File: config.mk
export PLATFORM = sky130hd
export DESIGN_NAME = sd_spi_sequencer_flat
export DESIGN_NICKNAME = d
export VERILOG_FILES = /design/src/rtl/sd_spi_sequencer_pkg.sv /design/src/rtl/sd_spi_sequencer_if.sv /design/src/rtl/sd_spi_sequencer_clk_tick.sv /design/src/rtl/sd_spi_sequencer.sv /design/src/flat_wrapper.sv
export SDC_FILE = /design/constraint.sdc
export NUM_CORES = 1
export LEC_CHECK = 0
export CORE_MARGIN = 2
export CORE_UTILIZATION = 57
export DETAILED_ROUTE_END_ITERATION = 16
export GPL_TIMING_DRIVEN = 1
export PLACE_DENSITY = 0.92
export SLEW_MARGIN = 25
export SYNTH_ARGS = -nofsm -noshare
export SYNTH_HDL_FRONTEND = slang
export SYNTH_SLANG_ARGS = --single-unit
File: constraint.sdc
create_clock -name i_clk -period 5.8 [get_ports i_clk]
set_input_delay 0.58 -clock i_clk [delete_from_list [all_inputs] [get_ports i_clk]]
set_output_delay 0.58 -clock i_clk [all_outputs]
set_load 0.03 [all_outputs]
File: src/rtl/sd_spi_sequencer_pkg.sv
// -----------------------------------------------------------------------------
// sd_pkg
// Shared types and defaults for the SPI-mode SD card link sequencer.
//   sd_state_e      : sequencer state (INIT, IDLE, SHIFT)
//   SD_SLOW_HALF    : default clk cycles per SCLK half-period, slow mode
//   SD_FAST_HALF    : default clk cycles per SCLK half-period, fast mode
//   SD_INIT_CLOCKS  : default number of full SCLK periods issued at power-up
//   sd_cnt_width()  : width needed for a 0..max(a,b)-1 counter
// -----------------------------------------------------------------------------
package sd_pkg;

    typedef enum logic [1:0] {
        ST_INIT  = 2'd0,
        ST_IDLE  = 2'd1,
        ST_SHIFT = 2'd2
    } sd_state_e;

    localparam int SD_SLOW_HALF   = 125;  // 50 MHz -> 200 kHz
    localparam int SD_FAST_HALF   = 2;    // 50 MHz -> 12.5 MHz
    localparam int SD_INIT_CLOCKS = 80;   // card needs at least 74

    // Counter width for values 0..max(a,b)-1; never narrower than one bit.
    function automatic int sd_cnt_width(input int a, input int b);
        int m;
        m = (a > b) ? a : b;
        if (m < 2) begin
            m = 2;
        end
        return $clog2(m);
    endfunction

endpackage

File: src/rtl/sd_spi_sequencer_if.sv
// -----------------------------------------------------------------------------
// sd_spi_sequencer_if
// Byte handshake between the SD command/data FSM (master) and the SPI link
// sequencer (slave). Signal prefixes are from the sequencer's point of view.
//   i_tx_valid : byte transfer request
//   i_tx_data  : byte to send, MSB first
//   o_tx_ready : sequencer can accept a byte
//   o_rx_valid : one-cycle pulse, o_rx_data holds the received byte
//   o_rx_data  : byte received on MISO
// -----------------------------------------------------------------------------
interface sd_spi_sequencer_if;

    logic       i_tx_valid;
    logic [7:0] i_tx_data;
    logic       o_tx_ready;
    logic       o_rx_valid;
    logic [7:0] o_rx_data;

    modport master (
        output i_tx_valid,
        output i_tx_data,
        input  o_tx_ready,
        input  o_rx_valid,
        input  o_rx_data
    );

    modport slave (
        input  i_tx_valid,
        input  i_tx_data,
        output o_tx_ready,
        output o_rx_valid,
        output o_rx_data
    );

endinterface

File: src/rtl/sd_spi_sequencer_clk_tick.sv
// -----------------------------------------------------------------------------
// sd_clk_tick
// Half-period tick generator for the SCLK. A counter runs 0..HALF-1 and o_tick
// is high while it equals HALF-1; HALF is SLOW_HALF or FAST_HALF by i_fast.
//   i_clk    : system clock
//   i_rst_n  : synchronous active-low reset
//   i_clear  : restart the half-period from zero
//   i_fast   : 1 selects FAST_HALF, 0 selects SLOW_HALF
//   o_tick   : one half-period has elapsed
// -----------------------------------------------------------------------------
module sd_clk_tick
    import sd_pkg::*;
#(
    parameter int SLOW_HALF = SD_SLOW_HALF,
    parameter int FAST_HALF = SD_FAST_HALF
) (
    input  logic i_clk,
    input  logic i_rst_n,
    input  logic i_clear,
    input  logic i_fast,
    output logic o_tick
);

    localparam int CW = sd_cnt_width(SLOW_HALF, FAST_HALF);
    localparam logic [CW-1:0] SLOW_LAST = CW'(SLOW_HALF - 1);
    localparam logic [CW-1:0] FAST_LAST = CW'(FAST_HALF - 1);

    logic [CW-1:0] cnt_q, cnt_d;
    logic [CW-1:0] last;

    // The mode only changes together with i_clear, so the counter never sits
    // above the terminal value of the newly selected rate.
    always_comb begin
        // NOTE: every signal gets a default first so no path leaves it
        // unassigned, which would otherwise infer a latch.
        last   = i_fast ? FAST_LAST : SLOW_LAST;
        o_tick = (cnt_q == last);
        cnt_d  = cnt_q + 1'b1;
        if (i_clear || o_tick) begin
            cnt_d = '0;
        end
    end

    // NOTE: state is updated with non-blocking assignments so every flop
    // samples the pre-edge values regardless of process ordering.
    always_ff @(posedge i_clk) begin
        if (!i_rst_n) begin
            cnt_q <= '0;
        end else begin
            cnt_q <= cnt_d;
        end
    end

endmodule

File: src/rtl/sd_spi_sequencer.sv
// -----------------------------------------------------------------------------
// sd_spi_sequencer
// SPI-mode SD card link sequencer. Runs the card power-up clocking at the slow
// rate, then performs byte-wide full-duplex SPI mode-0 transfers on request.
// The speed is latched only when a byte is accepted, so SCLK never glitches.
//
// Build option: define SD_SEQ_INIT_EN to include the power-up (INIT) phase.
// Without it the block leaves reset directly in IDLE and no INIT counter is
// built.
//
// Ports:
//   i_clk, i_rst_n : system clock, synchronous active-low reset
//   i_fast         : requested speed, sampled at byte accept
//   i_cs_req       : chip-select request, followed while IDLE
//   bus            : byte handshake (tx valid/data/ready, rx valid/data)
//   o_init_done    : power-up sequence complete
//   o_fast         : speed of the current or last transfer
//   o_sclk, o_mosi : SPI clock (idles low) and data to the card
//   i_miso         : SPI data from the card
//   o_cs_n         : card chip select, active low
// -----------------------------------------------------------------------------
module sd_spi_sequencer
    import sd_pkg::*;
#(
    parameter int SLOW_HALF   = SD_SLOW_HALF,
    parameter int FAST_HALF   = SD_FAST_HALF,
    parameter int INIT_CLOCKS = SD_INIT_CLOCKS
) (
    input  logic                     i_clk,
    input  logic                     i_rst_n,
    input  logic                     i_fast,
    input  logic                     i_cs_req,
    sd_spi_sequencer_if.slave        bus,
    output logic                     o_init_done,
    output logic                     o_fast,
    output logic                     o_sclk,
    output logic                     o_mosi,
    input  logic                     i_miso,
    output logic                     o_cs_n
);

    if (INIT_CLOCKS < 74) begin : g_bad_init_clocks
        $error("sd_spi_sequencer: INIT_CLOCKS must be at least 74");
    end

`ifdef SD_SEQ_INIT_EN
    localparam int INIT_TICKS = 2 * INIT_CLOCKS;
    localparam int IW         = $clog2(INIT_TICKS);
    localparam logic [IW-1:0] INIT_LAST = IW'(INIT_TICKS - 1);
    localparam sd_state_e RESET_STATE = ST_INIT;

    logic [IW-1:0] init_cnt_q, init_cnt_d;
`else
    localparam sd_state_e RESET_STATE = ST_IDLE;
`endif

    sd_state_e  state_q, state_d;
    logic [7:0] tx_sh_q, tx_sh_d;
    logic [7:0] rx_sh_q, rx_sh_d;
    logic [7:0] rx_data_q, rx_data_d;
    logic [3:0] bit_tick_q, bit_tick_d;   // SHIFT ticks already taken, 0..15
    logic       tx_ready_q, tx_ready_d;
    logic       rx_valid_q, rx_valid_d;
    logic       init_done_q, init_done_d;
    logic       fast_q, fast_d;
    logic       sclk_q, sclk_d;
    logic       mosi_q, mosi_d;
    logic       cs_n_q, cs_n_d;

    logic       tick;
    logic       tick_clear;
    logic       tick_fast;

    // Every state entry restarts the half-period so the first SCLK phase of
    // a transfer or of power-up is always a full half-period long.
    assign tick_clear = (state_d != state_q);
    // Power-up always runs slow, whatever was latched before.
    assign tick_fast  = fast_q && (state_q != ST_INIT);

    sd_clk_tick #(
        .SLOW_HALF (SLOW_HALF),
        .FAST_HALF (FAST_HALF)
    ) u_clk_tick (
        .i_clk   (i_clk),
        .i_rst_n (i_rst_n),
        .i_clear (tick_clear),
        .i_fast  (tick_fast),
        .o_tick  (tick)
    );

    always_comb begin
        state_d     = state_q;
        tx_sh_d     = tx_sh_q;
        rx_sh_d     = rx_sh_q;
        rx_data_d   = rx_data_q;
        bit_tick_d  = bit_tick_q;
        tx_ready_d  = 1'b0;
        rx_valid_d  = 1'b0;
        // Set one cycle after the first IDLE cycle and held until reset.
        init_done_d = init_done_q || (state_q != ST_INIT);
        fast_d      = fast_q;
        sclk_d      = sclk_q;
        mosi_d      = mosi_q;
        cs_n_d      = cs_n_q;
`ifdef SD_SEQ_INIT_EN
        init_cnt_d  = init_cnt_q;
`endif

        case (state_q)
`ifdef SD_SEQ_INIT_EN
            ST_INIT: begin
                cs_n_d = 1'b1;
                mosi_d = 1'b1;
                if (tick) begin
                    if (init_cnt_q == INIT_LAST) begin
                        sclk_d     = 1'b0;
                        state_d    = ST_IDLE;
                        tx_ready_d = 1'b1;
                    end else begin
                        sclk_d     = ~sclk_q;
                        init_cnt_d = init_cnt_q + 1'b1;
                    end
                end
            end
`endif
            ST_IDLE: begin
                sclk_d     = 1'b0;
                mosi_d     = 1'b1;
                cs_n_d     = ~i_cs_req;
                tx_ready_d = 1'b1;
                if (bus.i_tx_valid && tx_ready_q) begin
                    tx_sh_d    = bus.i_tx_data;
                    fast_d     = i_fast;
                    mosi_d     = bus.i_tx_data[7];
                    bit_tick_d = '0;
                    state_d    = ST_SHIFT;
                    tx_ready_d = 1'b0;
                end
            end
            ST_SHIFT: begin
                // Chip select is frozen: cs_n_d keeps its default.
                if (tick) begin
                    bit_tick_d = bit_tick_q + 4'd1;
                    if (!bit_tick_q[0]) begin
                        // Rising edge: the card's MISO bit is stable here.
                        sclk_d  = 1'b1;
                        rx_sh_d = {rx_sh_q[6:0], i_miso};
                    end else if (bit_tick_q != 4'd15) begin
                        // Falling edge: present the next bit before the
                        // card samples on the following rising edge.
                        sclk_d  = 1'b0;
                        mosi_d  = tx_sh_q[6];
                        tx_sh_d = {tx_sh_q[6:0], 1'b0};
                    end else begin
                        sclk_d     = 1'b0;
                        mosi_d     = 1'b1;
                        state_d    = ST_IDLE;
                        tx_ready_d = 1'b1;
                        rx_valid_d = 1'b1;
                        rx_data_d  = rx_sh_q;
                    end
                end
            end
            default: begin
                state_d = RESET_STATE;
            end
        endcase
    end

    always_ff @(posedge i_clk) begin
        if (!i_rst_n) begin
            // NOTE: the shift and data registers are reset along with the
            // control state so o_rx_data and the pins are defined from reset.
            state_q     <= RESET_STATE;
            tx_sh_q     <= '0;
            rx_sh_q     <= '0;
            rx_data_q   <= '0;
            bit_tick_q  <= '0;
            tx_ready_q  <= 1'b0;
            rx_valid_q  <= 1'b0;
            init_done_q <= 1'b0;
            fast_q      <= 1'b0;
            sclk_q      <= 1'b0;
            mosi_q      <= 1'b1;
            cs_n_q      <= 1'b1;
        end else begin
            state_q     <= state_d;
            tx_sh_q     <= tx_sh_d;
            rx_sh_q     <= rx_sh_d;
            rx_data_q   <= rx_data_d;
            bit_tick_q  <= bit_tick_d;
            tx_ready_q  <= tx_ready_d;
            rx_valid_q  <= rx_valid_d;
            init_done_q <= init_done_d;
            fast_q      <= fast_d;
            sclk_q      <= sclk_d;
            mosi_q      <= mosi_d;
            cs_n_q      <= cs_n_d;
        end
    end

`ifdef SD_SEQ_INIT_EN
    always_ff @(posedge i_clk) begin
        if (!i_rst_n) begin
            init_cnt_q <= '0;
        end else begin
            init_cnt_q <= init_cnt_d;
        end
    end
`endif

    assign bus.o_tx_ready = tx_ready_q;
    assign bus.o_rx_valid = rx_valid_q;
    assign bus.o_rx_data  = rx_data_q;
    assign o_init_done    = init_done_q;
    assign o_fast         = fast_q;
    assign o_sclk         = sclk_q;
    assign o_mosi         = mosi_q;
    assign o_cs_n         = cs_n_q;

endmodule

File: src/flat_wrapper.sv
// flat-port wrapper written by rule: the top's interface ports become plain ports
module sd_spi_sequencer_flat import sd_pkg::*;
#(
    parameter int SLOW_HALF   = SD_SLOW_HALF,
    parameter int FAST_HALF   = SD_FAST_HALF,
    parameter int INIT_CLOCKS = SD_INIT_CLOCKS
)
  (i_clk, i_rst_n, i_fast, i_cs_req, o_init_done, o_fast, o_sclk, o_mosi, i_miso, o_cs_n, bus_i_tx_valid, bus_i_tx_data, bus_o_tx_ready, bus_o_rx_valid, bus_o_rx_data);
  sd_spi_sequencer_if bus_i ();
  input  logic i_clk;
  input  logic i_rst_n;
  input  logic i_fast;
  input  logic i_cs_req;
  output logic o_init_done;
  output logic o_fast;
  output logic o_sclk;
  output logic o_mosi;
  input  logic i_miso;
  output logic o_cs_n;
  input wire logic [$bits(bus_i.i_tx_valid)-1:0] bus_i_tx_valid;
  input wire logic [$bits(bus_i.i_tx_data)-1:0] bus_i_tx_data;
  output wire logic [$bits(bus_i.o_tx_ready)-1:0] bus_o_tx_ready;
  output wire logic [$bits(bus_i.o_rx_valid)-1:0] bus_o_rx_valid;
  output wire logic [$bits(bus_i.o_rx_data)-1:0] bus_o_rx_data;
  assign bus_i.i_tx_valid = bus_i_tx_valid;
  assign bus_i.i_tx_data = bus_i_tx_data;
  assign bus_o_tx_ready = bus_i.o_tx_ready;
  assign bus_o_rx_valid = bus_i.o_rx_valid;
  assign bus_o_rx_data = bus_i.o_rx_data;
  sd_spi_sequencer #(.SLOW_HALF(SLOW_HALF), .FAST_HALF(FAST_HALF), .INIT_CLOCKS(INIT_CLOCKS)) u_core (.i_clk(i_clk), .i_rst_n(i_rst_n), .i_fast(i_fast), .i_cs_req(i_cs_req), .bus(bus_i), .o_init_done(o_init_done), .o_fast(o_fast), .o_sclk(o_sclk), .o_mosi(o_mosi), .i_miso(i_miso), .o_cs_n(o_cs_n));
endmodule
# After elaboration in Yosys (flattened, before gate mapping)
# Index checks and enable logic that the tools add are counted.
# totals
regBits	43
latchBits	0
ramBits	0
romBits	0
input_bits	14
output_inout_bits	15
elab_cells	70
n_memories	0
# op_classes
n_addsub	2
multipliers	0
n_div	0
magnitude_cmp	0
n_eq_ne	9
shifts	0
n_mux	27
bitwise_logic	4
n_reduce_logical	15
# op_table
cell	count
two-way mux 7 bit	5
case mux 7 bit (2 select lines)	1
two-way mux 1 bit	10
AND reduction 3 bit	3
two-way mux 2 bit	4
two-way mux 4 bit	2
inequality test 2 x 1 -> 1 bit (second input constant)	4
case mux 4 bit (2 select lines)	1
adder 7 x 1 -> 7 bit (second input constant)	1
== test 7 bit	1
case mux 1 bit (2 select lines)	3
AND reduction 2 bit	3
AND reduction 5 bit	1
adder 4 x 1 -> 4 bit (second input constant)	1
inequality test 4 bit (second input constant)	1
inverter 1 bit	4
case mux 2 bit (2 select lines)	1
AND reduction 4 bit	1
nonzero test 2 bit	2
== test 2 x 1 -> 1 bit (second input constant)	1
== test 2 bit (second input constant)	1
logical AND 1 bit	2
logical OR 1 bit	2
inequality test 2 bit	1
OR reduction 2 bit	1

# Depth between registers and ports, before layout
# logic_depth
ltp_word	9
depth_mapped	9
ltp_nobuf	7

# Hierarchy
# A second synthesis with hierarchy kept.
# unflattened
cells_unflattened	212
hier_area_um2	1984.4
# modules_own_cells
mod	instances	cells_per_inst	area_per_inst_um2	seq_area_each_um2
sd_spi_sequencer	1	179	1640.3	720.7
sd_clk_tick	1	33	344.1	140.1

# Least setup slack after synthesis
# Ideal clock, no wire load.
# synth_path
path_kind	flip-flop to flip-flop
start	reg u_core.state_q[1]
end	reg u_core.bit_tick_q[3]
setup_ns	0.124
arrival_time_ns	1.790
required_ns	5.676
slack_ns	3.886
path_stages_with_launch	8
n_path_buf	0
synth_period_minus_slack_ns	1.914
path_cell_list	dfxtp_1 inv_1 ha_1 and2b_4 or4b_4 a21o_4 o211ai_2 a31oi_1
# synth_between
elab_chain_cells	6
elab_cells_between_ends	11
classes_between	eq/ne (5); mux (2); reduce/logical (4)
# synth_lines
element	line	source
start, declared	sd_spi_sequencer.sv:57	sd_state_e state_q, state_d;
start signal, assigned	sd_spi_sequencer.sv:187	state_q <= state_d;
nonzero test 2 bit	sd_spi_sequencer.sv:78	assign tick_fast = fast_q && (state_q != ST_INIT);
logical AND 1 bit	sd_spi_sequencer.sv:78	
two-way mux 7 bit	sd_spi_sequencer_clk_tick.sv:36	last = i_fast ? FAST_LAST : SLOW_LAST;
== test 7 bit	sd_spi_sequencer_clk_tick.sv:37	o_tick = (cnt_q == last);
inequality test 2 x 1 -> 1 bit (no line)	--	
AND reduction 3 bit (no line)	--	
end signal, assigned	sd_spi_sequencer.sv:191	bit_tick_q <= bit_tick_d;
end, declared	sd_spi_sequencer.sv:61	logic [3:0] bit_tick_q, bit_tick_d;
# Several ways; a longest one is shown, not always the timed one.
# A chain may end at the register's enable or synchronous reset.

# Final worst setup path
# layout_path
start	in i_rst_n
end	reg u_core.u_clk_tick.cnt_q[6]
# layout_between
elab_chain_cells	2
# layout_lines
element	line	source
start, declared	flat_wrapper.sv:11	input logic i_rst_n;
inverter 1 bit (no line)	--	
OR reduction 2 bit (no line)	--	
end signal, assigned	sd_spi_sequencer_clk_tick.sv:50	cnt_q <= cnt_d;
end, declared	sd_spi_sequencer_clk_tick.sv:28	logic [CW-1:0] cnt_q, cnt_d;
# Every way passes these cells.

==> flow_summary_export.csv <==
group,metric,value,unit
logic_synthesis,synthesis.area_per_instance,9.491,sq um
min_path,min_path_type,"register to register",
grt,grtUsageTotal,0.2033,
layout,final_common_cell,"dfxtp_1",
die,die-area,3986,sq um
detailed_routing,vias,1628,
clock_network,cts.repair.resized,0,
grt,grt_pass1_vias,1468,
logic_synthesis,synth_top_area_frac,0.4319,
logic_synthesis,synth_seq_cells,43,
logic_synthesis,synth_area_leader_cell,"dfxtp_1",
clock_network,cts.reportedPaths.clkPinSlew,0.12,ns
setup_path,critPathArrivalTime,3.06,ns
setup_path,path_cells,"clkdlybuf4s50_1, clkinv_1, a2111oi_0, nand2_2, nor2_1",
setup_path,crit_slowest_cell,"a2111oi_0",
pwr,leakage,1.020,nW
clock_network,clock-root-buffer,"clkbuf_4",
layout,multi_input_area,1054,sq um
logic_synthesis,syn_inst,210,
die,initial_core_util,0.5973,
timing,fin_skew,0.01102,ns
placement,gp_congestion,0.8919,
timing,rsz0062_at_grt,"false",
logic_synthesis,yosys_warnings,0,
clock_network,cts_sinks,43,
logic_synthesis,synth.distinct_cells,48,
pwr,vdd.ir_drop.worst,257.8,uV
layout,drive_gt1_frac,0.08017,
clock_network,post-cts-setup-buffers,0,
clock_network,cts_buffer_depth,2,
timing,worst_slack,3.036,ns
layout,diodes,0,
clock_network,cts_buffers,5,
timing,finalSetupViolations,0,
setup_path,endpoint_kind,"register",
logic_synthesis,async_flop_share,0,
grt,grt_pass1_wl,6513,um
setup_path,cp_num_buf_inv,2,
timing,fin_crit,2.764,ns
timing,drv_slew,0,
timing,finalCritPeriodShare,0.4765,
timing,setup_tns,0,ns
grt,grt_antenna_before_repair,0,
clock_network,cts_tree,"done",
die,die_y,63.14,um
die,die_w,63.14,um
setup_path,slowest_delay,0.72,ns
logic_synthesis,syn_nets,229,
layout,seqCellArea,860.8,sq um
setup_path,startpoint_type,"primary input",
detailed_routing,wl_per_cell,13.34,um
grt,gr-total-overflow,0,
die,row_count,21,
detailed_routing,drt-initial-drc-count,83,
clock_network,hold_buffers,0,
layout,fillCellCount,257,
placement,dp_hpwl,2667,um
timing,worst_pin_slew,0.9226,ns
logic_synthesis,synth_area_leaders,"dfxtp_1 43%, mux2i_1 12%, nor2_1 5.8%",
logic_synthesis,synth_edf_count,0,
logic_synthesis,yosysSeqAreaShare,0.4319,
timing,slew_headroom,0.3849,
setup_path,critPathMaxFanout,27,
layout,area_delta_synth_final,19.59,%
status,outcome,"finished, final reports clean",
timing,finalHoldViolations,0,
setup_path,cp_top_family,"buffers and inverters",
timing,max_freq,361.8,MHz
logic_synthesis,syn_area,1993,sq um
die,core-area,3337,sq um
detailed_routing,viasPerCell,5.753,
die,ios,29,
flow_run,cap_viol_max_count,0,
logic_synthesis,ys.flop_type,"dfxtp_1",
placement,io_buffer_count,28,
detailed_routing,drc,0,
clock_network,h-tree-depth,2,
pwr,power_density,339.8,nW/um^2
detailed_routing,drt-pass1-iter-count,4,
layout,fin_nets,255,
setup_path,path_class,"primary input to register",
clock_network,clk_latency,0.35,ns
setup_path,cp.required,6.10,ns
grt,grt_max_degree,28,
placement,pre_cts_ws,2.708,ns
detailed_routing,ant_nets,0,
layout,mostFrequentLayoutCells,"43 x dfxtp_1, 31 x nor2_1, 28 x clkdlybuf4s50_1, 24 x mux2i_1, 12 x nand2_1",
detailed_routing,drt-total-wl,3776,um
[synth_stat cells (2+ instances only)]
| cell type | number |
|---|---|
| o21ai_1 | 5 |
| ha_1 | 5 |
| buf_2 | 3 |
| a31oi_1 | 3 |
| a21oi_1 | 5 |
| mux2i_1 | 24 |
| nand4_1 | 6 |
| xor2_1 | 4 |
| and2_1 | 3 |
| nor2_1 | 31 |
| clkbuf_1 | 4 |
| nand2_1 | 12 |
| buf_6 | 2 |
| nor4b_1 | 2 |
| o21ai_0 | 7 |
| nand2_2 | 2 |
| o31a_1 | 2 |
| o311a_1 | 6 |
| nand3_1 | 9 |
| dfxtp_1 | 43 |
| inv_1 | 5 |
[worst register-to-register path, cell delays in order, from the launching register on]
cell and delay (ns):
dfxtp_1 0.37, inv_1 0.11, ha_1 0.77, nor2_1 0.42, or3b_1 0.46, a21oi_1 0.13
[cell type report]
cell class,instances,area share
Inverter,6,0.009449
Clock buffer,6,0.01732
Sequential cell,43,0.3612
Clock inverter,2,0.02520
Tap cell,46,0.02415
Multi-Input combinational cell,151,0.4420
Timing Repair Buffer,29,0.1207
[path summary, 6_finish.rpt]
path / from / to / slack (ns) / cells past startpoint
worst min register to register: u_core.o_init_done / u_core.o_init_done / 0.47 / 2
worst min-delay path: u_core.o_init_done / u_core.o_init_done / 0.47 / 2
worst max register to register: u_core.state_q[0] / u_core.tx_sh_q[0] / 3.45 / 5
worst max-delay path: i_rst_n / u_core.u_clk_tick.cnt_q[6] / 3.04 / 5
[power breakdown]
part	switching (mW)	internal, mW	total, mW
logic	0.121	0.0930	0.214
registers	0.0311	0.335	0.366
clock network	0.0949	0.135	0.229
total	0.247	0.563	0.810
[per-layer routing]
layer / vias to the layer above / track usage / routed length (um)
met1: 764 / 0.2469 / 1741
met4: 0 / 0.1000 / 79
met2: 51 / 0.3404 / 1789
met3: 9 / 0.04286 / 166
met5: - / 0 / 0
li1: 804 / - / -
[cell families after synthesis]
kind of cell               Yosys count  synth area share
xor gates and xnor gates             5           0.02197
AOI/OAI and AO/OA                   40            0.1507
DFF                                 43            0.4319
muxes                               24            0.1205
and+or+nand+nor                     77            0.2021
adders and majority gates            5           0.03139
buffers and inverters               16           0.04143
[state kept, by name, summed over array words and instances (netlist names)]
signal / cells
u_core.bit_tick_q: 4
u_core.bus.o_rx_data: 8
u_core.bus.o_rx_valid: 1
u_core.bus.o_tx_ready: 1
u_core.o_cs_n: 1
u_core.o_fast: 1
u_core.o_init_done: 1
u_core.o_mosi: 1
u_core.o_sclk: 1
u_core.rx_sh_q: 8
u_core.state_q: 2
u_core.tx_sh_q: 7
u_core.u_clk_tick.cnt_q: 7
[metrics by stage]
step | cell area (sq um) | total power [mW] | hold slack, ns | std cells | utilization
final | 2384 | 0.8099 | 0.4708 | 283 | 0.7143
after detailed placement | 2278 | 0.5841 | 0.4609 | 275 | 0.6828
after global routing | 2384 | 0.8570 | 0.4927 | 283 | 0.7143
after CTS | 2380 | 0.8115 | 0.4784 | 283 | 0.7132
after floorplan | 1993 | 0.5267 | 0.4600 | 210 | -
after global placement | 2278 | 0.5785 | 0.4464 | 275 | 0.6828
No activity file was read; power rests on OpenSTA's default activity.
